===== src/rtl/rv_ctrl_pkg.sv =====
// rtl/rv_ctrl_pkg.sv - RV32I multicycle control constants, ALU codes and state encoding
package rv_ctrl_pkg;

    localparam logic [6:0] OP_LOAD   = 7'b0000011;
    localparam logic [6:0] OP_STORE  = 7'b0100011;
    localparam logic [6:0] OP_OP     = 7'b0110011;
    localparam logic [6:0] OP_IMM    = 7'b0010011;
    localparam logic [6:0] OP_BRANCH = 7'b1100011;
    localparam logic [6:0] OP_JAL    = 7'b1101111;
    localparam logic [6:0] OP_JALR   = 7'b1100111;
    localparam logic [6:0] OP_LUI    = 7'b0110111;
    localparam logic [6:0] OP_AUIPC  = 7'b0010111;

    localparam logic [3:0] ALU_AND  = 4'b0000;
    localparam logic [3:0] ALU_OR   = 4'b0001;
    localparam logic [3:0] ALU_ADD  = 4'b0010;
    localparam logic [3:0] ALU_SUB  = 4'b0110;
    localparam logic [3:0] ALU_SLT  = 4'b0111;
    localparam logic [3:0] ALU_SLTU = 4'b1111;
    localparam logic [3:0] ALU_XOR  = 4'b1010;
    localparam logic [3:0] ALU_SLL  = 4'b1000;
    localparam logic [3:0] ALU_SRL  = 4'b1001;
    localparam logic [3:0] ALU_SRA  = 4'b0011;

    localparam logic [1:0] RES_ALUOUT = 2'b00;
    localparam logic [1:0] RES_MEM    = 2'b01;
    localparam logic [1:0] RES_ALU    = 2'b10;

    localparam logic [1:0] SRC_A_PC    = 2'b00;
    localparam logic [1:0] SRC_A_OLDPC = 2'b01;
    localparam logic [1:0] SRC_A_RS1   = 2'b10;
    localparam logic [1:0] SRC_A_ZERO  = 2'b11;

    localparam logic [1:0] SRC_B_RS2  = 2'b00;
    localparam logic [1:0] SRC_B_IMM  = 2'b01;
    localparam logic [1:0] SRC_B_FOUR = 2'b10;

    localparam logic [2:0] IMM_I = 3'b000;
    localparam logic [2:0] IMM_S = 3'b001;
    localparam logic [2:0] IMM_B = 3'b010;
    localparam logic [2:0] IMM_U = 3'b011;
    localparam logic [2:0] IMM_J = 3'b100;

    typedef enum logic [1:0] {
        ALUOP_ADD    = 2'b00,
        ALUOP_BRANCH = 2'b01,
        ALUOP_FUNCT  = 2'b10
    } alu_op_e;

    typedef enum logic [3:0] {
        S_FETCH, S_DECODE, S_MEM_ADR, S_MEM_READ, S_MEM_WB, S_MEM_WRITE,
        S_EXEC_R, S_EXEC_I, S_ALU_WB, S_BRANCH, S_JUMP, S_EXEC_JALR,
        S_EXEC_LUI, S_EXEC_AUIPC
    } state_e;

endpackage


===== src/rtl/alu_decoder.sv =====
// rtl/alu_decoder.sv - maps ALU op class and funct fields to the 4-bit ALU code and branch inversion
module alu_decoder
    import rv_ctrl_pkg::*;
(
    input  alu_op_e     alu_op_i,
    input  logic [2:0]  funct3_i,
    input  logic        funct7b5_i,
    input  logic        op5_i,
    output logic [3:0]  alu_control_o,
    output logic        br_inv_o
);

    // BNE/BLT/BLTU take the branch when the compare result is non-zero
    assign br_inv_o = funct3_i[0] ^ funct3_i[2];

    always_comb begin
        alu_control_o = ALU_ADD;
        case (alu_op_i)
            ALUOP_BRANCH: begin
                case (funct3_i[2:1])
                    2'b10:   alu_control_o = ALU_SLT;
                    2'b11:   alu_control_o = ALU_SLTU;
                    default: alu_control_o = ALU_SUB;
                endcase
            end
            ALUOP_FUNCT: begin
                case (funct3_i)
                    3'b000:  alu_control_o = (op5_i && funct7b5_i) ? ALU_SUB : ALU_ADD;
                    3'b001:  alu_control_o = ALU_SLL;
                    3'b010:  alu_control_o = ALU_SLT;
                    3'b011:  alu_control_o = ALU_SLTU;
                    3'b100:  alu_control_o = ALU_XOR;
                    3'b101:  alu_control_o = funct7b5_i ? ALU_SRA : ALU_SRL;
                    3'b110:  alu_control_o = ALU_OR;
                    default: alu_control_o = ALU_AND;
                endcase
            end
            default: alu_control_o = ALU_ADD;
        endcase
    end

endmodule


===== src/rtl/multicycle_control.sv =====
// rtl/multicycle_control.sv - RV32I multicycle control FSM driving datapath muxes, strobes and ALU code
module multicycle_control
    import rv_ctrl_pkg::*;
(
    input  logic        clk,
    input  logic        resetn,
    input  logic [31:0] instr,
    input  logic        zero,
    input  logic        mem_ready,
    output logic        pc_write,
    output logic        adr_src,
    output logic        mem_read,
    output logic        mem_write,
    output logic        ir_write,
    output logic        reg_write,
    output logic [1:0]  result_src,
    output logic [1:0]  alu_src_a,
    output logic [1:0]  alu_src_b,
    output logic [2:0]  imm_src,
    output logic [3:0]  alu_control,
    output logic        illegal
);

    state_e      state_q, state_d;
    alu_op_e     alu_op;
    logic        alu_en;
    logic [3:0]  dec_alu;
    logic        br_inv;
    logic [6:0]  opcode;
    logic [2:0]  funct3;
    logic        unused_instr;

    assign opcode       = instr[6:0];
    assign funct3       = instr[14:12];
    assign unused_instr = ^{instr[31], instr[29:15], instr[11:7]};

    alu_decoder u_alu_decoder (
        .alu_op_i      (alu_op),
        .funct3_i      (funct3),
        .funct7b5_i    (instr[30]),
        .op5_i         (opcode[5]),
        .alu_control_o (dec_alu),
        .br_inv_o      (br_inv)
    );

    always_ff @(posedge clk or negedge resetn) begin
        if (!resetn) state_q <= S_FETCH;
        else         state_q <= state_d;
    end

    always_comb begin
        state_d    = state_q;
        alu_op     = ALUOP_ADD;
        alu_en     = 1'b0;
        pc_write   = 1'b0;
        adr_src    = 1'b0;
        mem_read   = 1'b0;
        mem_write  = 1'b0;
        ir_write   = 1'b0;
        reg_write  = 1'b0;
        result_src = RES_ALUOUT;
        alu_src_a  = SRC_A_PC;
        alu_src_b  = SRC_B_RS2;
        imm_src    = IMM_I;
        illegal    = 1'b0;
        case (state_q)
            S_FETCH: begin
                mem_read   = 1'b1;
                alu_src_b  = SRC_B_FOUR;
                alu_en     = 1'b1;
                result_src = RES_ALU;
                ir_write   = mem_ready;
                pc_write   = mem_ready;
                if (mem_ready) state_d = S_DECODE;
            end
            S_DECODE: begin
                // speculative branch target lands in ALUOut for the BRANCH state
                alu_src_a = SRC_A_OLDPC;
                alu_src_b = SRC_B_IMM;
                imm_src   = IMM_B;
                alu_en    = 1'b1;
                case (opcode)
                    OP_LOAD, OP_STORE: state_d = S_MEM_ADR;
                    OP_OP:             state_d = S_EXEC_R;
                    OP_IMM:            state_d = S_EXEC_I;
                    OP_JAL:            state_d = S_JUMP;
                    OP_JALR:           state_d = S_EXEC_JALR;
                    OP_LUI:            state_d = S_EXEC_LUI;
                    OP_AUIPC:          state_d = S_EXEC_AUIPC;
                    OP_BRANCH: begin
                        if (funct3[2:1] == 2'b01) begin
                            illegal = 1'b1;
                            state_d = S_FETCH;
                        end else begin
                            state_d = S_BRANCH;
                        end
                    end
                    default: begin
                        illegal = 1'b1;
                        state_d = S_FETCH;
                    end
                endcase
            end
            S_MEM_ADR: begin
                alu_src_a = SRC_A_RS1;
                alu_src_b = SRC_B_IMM;
                imm_src   = opcode[5] ? IMM_S : IMM_I;
                alu_en    = 1'b1;
                state_d   = opcode[5] ? S_MEM_WRITE : S_MEM_READ;
            end
            S_MEM_READ: begin
                adr_src  = 1'b1;
                mem_read = 1'b1;
                if (mem_ready) state_d = S_MEM_WB;
            end
            S_MEM_WB: begin
                reg_write  = 1'b1;
                result_src = RES_MEM;
                state_d    = S_FETCH;
            end
            S_MEM_WRITE: begin
                adr_src   = 1'b1;
                mem_write = 1'b1;
                if (mem_ready) state_d = S_FETCH;
            end
            S_EXEC_R, S_EXEC_I: begin
                alu_src_a = SRC_A_RS1;
                alu_src_b = (state_q == S_EXEC_I) ? SRC_B_IMM : SRC_B_RS2;
                alu_op    = ALUOP_FUNCT;
                alu_en    = 1'b1;
                state_d   = S_ALU_WB;
            end
            S_ALU_WB: begin
                reg_write = 1'b1;
                state_d   = S_FETCH;
            end
            S_BRANCH: begin
                alu_src_a = SRC_A_RS1;
                alu_op    = ALUOP_BRANCH;
                alu_en    = 1'b1;
                pc_write  = zero ^ br_inv;
                state_d   = S_FETCH;
            end
            S_JUMP: begin
                alu_src_a = SRC_A_OLDPC;
                alu_src_b = SRC_B_FOUR;
                alu_en    = 1'b1;
                pc_write  = 1'b1;
                state_d   = S_ALU_WB;
            end
            S_EXEC_JALR: begin
                alu_src_a = SRC_A_RS1;
                alu_src_b = SRC_B_IMM;
                alu_en    = 1'b1;
                state_d   = S_JUMP;
            end
            S_EXEC_LUI, S_EXEC_AUIPC: begin
                alu_src_a = (state_q == S_EXEC_LUI) ? SRC_A_ZERO : SRC_A_OLDPC;
                alu_src_b = SRC_B_IMM;
                imm_src   = IMM_U;
                alu_en    = 1'b1;
                state_d   = S_ALU_WB;
            end
            default: state_d = S_FETCH;
        endcase

        alu_control = alu_en ? dec_alu : 4'b0000;

        // outputs must fall the moment reset asserts, not at the next edge
        if (!resetn) begin
            pc_write    = 1'b0;
            adr_src     = 1'b0;
            mem_read    = 1'b0;
            mem_write   = 1'b0;
            ir_write    = 1'b0;
            reg_write   = 1'b0;
            result_src  = 2'b00;
            alu_src_a   = 2'b00;
            alu_src_b   = 2'b00;
            imm_src     = 3'b000;
            alu_control = 4'b0000;
            illegal     = 1'b0;
        end
    end

endmodule

===== config.mk =====
export PLATFORM = sky130hd
export DESIGN_NAME = multicycle_control
export DESIGN_NICKNAME = d
export VERILOG_FILES = /design/src/rtl/rv_ctrl_pkg.sv /design/src/rtl/alu_decoder.sv /design/src/rtl/multicycle_control.sv
export SDC_FILE = /design/constraint.sdc
export NUM_CORES = 1
export LEC_CHECK = 0
export ABC_AREA = 1
export CORE_MARGIN = 4
export CORE_UTILIZATION = 39
export DETAILED_ROUTE_END_ITERATION = 8
export GPL_TIMING_DRIVEN = 0
export PLACE_DENSITY = 0.91
export SETUP_SLACK_MARGIN = 0.2
export SYNTH_ARGS = -nofsm -noshare
export SYNTH_HDL_FRONTEND = slang
export SYNTH_HIERARCHICAL = 1
export SYNTH_SLANG_ARGS = --single-unit

===== constraint.sdc =====
create_clock -name clk -period 3.7 [get_ports clk]
set_input_delay 0.37 -clock clk [delete_from_list [all_inputs] [get_ports clk]]
set_output_delay 0.37 -clock clk [all_outputs]
set_load 0.05 [all_outputs]

==> metrics <==
status finished, final reports clean; ratio of cells with drive above 1 in the final layout 0.0960; Top Registers state_q x4; Cell Rows 16; crit path capture type output port; drt total wl 2370 µm; Seq. cell area 100 µm²; Port Buffers 33; FF+latch count, synth 4; final worst path period share 0.803; core area between 0.002 and 0.0025 mm²; crit-path max cell delay 0.80 ns; Max-Cap Viols 0; commonest non-fill, non-tap cell in the layout nand2_1; Syn-to-layout area delta 45.6%; most frequent cells in the layout nand2_1, clkdlybuf4s50_1, nor2_1; ys flop type dfrtp_1; remaining antenna violation count 0; relative slew slack 0.659; fmax 337 MHz; die height ~55 µm; area taken by multi-input logic gates roughly 600 µm²; vias per cell just under 5; number of remaining DRC errors 0; Min-Delay Path Class primary input to async pin; Detailed Route Iter0 Violations 35; CTS Sinks 4; crit-path leading delay family buffers and inverters; Final Hold Vio Count 0; Final Core Density 0.610; num ports 56; register bank with the most flops state_q; global route overflow 0; Critical Path RT between 3 and 4 ns; clk slew on worst S/H paths 0.04 ns; # H-tree levels 1; unrepaired setup endpoints after global routing false; Final nets 239; ANT cells 0; actual slew at the worst max-slew pin 0.510 ns; Slowest-stage cell, CP clkdlybuf4s50_1; synth unique cells 29; total die area 0.00298 mm²; first-pass GRT wire length 3930 µm; Syn Inst Count approximately 160; Peak supply drop between 0.0002 and 0.0003 V; Max Buffers Root-to-Sink 2; YS warnings 6; root buffer cell clkbuf_4; total CTS buffers 3; largest net degree at the start of global routing 11; Seq/Total Area, Yosys 0.118; Final GP Congestion around 0.89; Largest register FFs 4; Hold WS 0.435 ns; dpl hpwl 1960 µm; CTS tree yes; Max FO, Critical Path 7; crit start category flop; Syn Nets approximately 200; Syn Area/Cell 5.23 µm²; Leakage roughly 0.57 nW; FFs w/ async S/R, synth 1.00; gr usage total 0.178; fin crit period 2.97 ns; r2r startpoint state_q[3]$_DFFE_PN0P_; worst path buffer plus inverter count 4; Clock Skew 0.00480 ns; initial antenna violation count 0; die width 54.6 µm; vias in the first global route 980; Resized cells post-CTS 0; Syn Std Cell Area roughly 850 µm²; Sum Neg Setup Slack 0 ns; Hold-fix buffers, CTS 0; Setup-failing EPs final 0; wire per inst 10.5 µm; clk_lat worst skew about 0.24 ns; DRT Pass-1 Iters 4; Worst Path Arrival 2.60 ns; Critical path origin state_q[1]$_DFFE_PN0P_; EDFF count, synth 0; FILL cells 199; Starting Density 0.419; PD cells 415 mW/mm²; kind of critical path flop to output port; vias 1092; post-CTS setup buffer count 0; critical path cell sequence nor2_1 > inv_1 > nor2_1 > inv_1 > ha_1 > a21oi_1 > inv_1 > nor2_1 > clkdlybuf4s50_1; Final Max Slew Viols 0
## stage by stage
| stage | setup WS (ns) | area [µm²] | power [mW] | cells |
|---|---|---|---|---|
| 2_1_floorplan | 0.958 | 847 | 0.339 | 162 |
| 6_report | 0.729 | 1230 | 0.512 | 225 |
| 5_1_grt | 0.544 | 1230 | 0.548 | 225 |
| 4_1_cts | 0.720 | 1230 | 0.514 | 225 |
| 3_5_place_dp | 0.774 | 1210 | 0.458 | 222 |
| 3_3_place_gp | 0.784 | 1210 | 0.453 | 222 |
## synth_stat cells (2+ instances only)
master     count  share of area
o21ai_2        2          0.021
nand4_1        3          0.022
nand2_1       36           0.16
o21ai_1        2          0.012
nand3_1       13          0.077
o2111ai_1      2          0.021
o21ai_0        2          0.012
ha_1           3          0.044
inv_2          8          0.035
o211ai_1       2          0.018
a21oi_1        9          0.053
dfrtp_1        4           0.12
a31oi_1        2          0.015
inv_1         29           0.13
nor2_1        31           0.14
## final timing paths
check                                         endpoint  slack (ns)  depth (start not counted)
worst max-delay path                    alu_control[3]        0.73                          9
worst min-delay path            state_q[1]$_DFFE_PN0P_        0.44                          1
max in group asynchronous       state_q[2]$_DFFE_PN0P_        2.97                          1
worst min register to register  state_q[3]$_DFFE_PN0P_        0.67                          2
worst max register to register  state_q[2]$_DFFE_PN0P_        2.30                          8
min in group clk                state_q[3]$_DFFE_PN0P_        0.67                          2
## where the power goes
group / switching (mW) / internal (mW)
combinational: 0.268 / 0.129
sequential: 0.00854 / 0.0527
clock: 0.0178 / 0.0363
## layer usage
metal	global-route usage	up-vias	routed length, µm
li1	-	585	-
met1	0.222	472	1050
met2	0.323	33	1170
met3	0.0191	2	136
met4	0.0373	0	19
met5	0	-	0
## cell families after synthesis
group	count (synthesis)	synth area share
AOI/OAI and AO/OA	26	0.198
buffers and inverters	39	0.177
adders and majority gates	3	0.0443
xor gates and xnor gates	1	0.0103
DFF	4	0.118
and+or+nand+nor	88	0.448
other	1	0.00443
## final cells by class
class / count / area share
Buffer: 2 / 0.00913
Timing Repair Buffer: 33 / 0.268
Inverter: 37 / 0.113
Multi-Input combinational cell: 119 / 0.484
Tap cell: 27 / 0.0274
Sequential cell: 4 / 0.0811
Clock buffer: 3 / 0.0183
No activity file was read; power rests on OpenSTA's default activity.
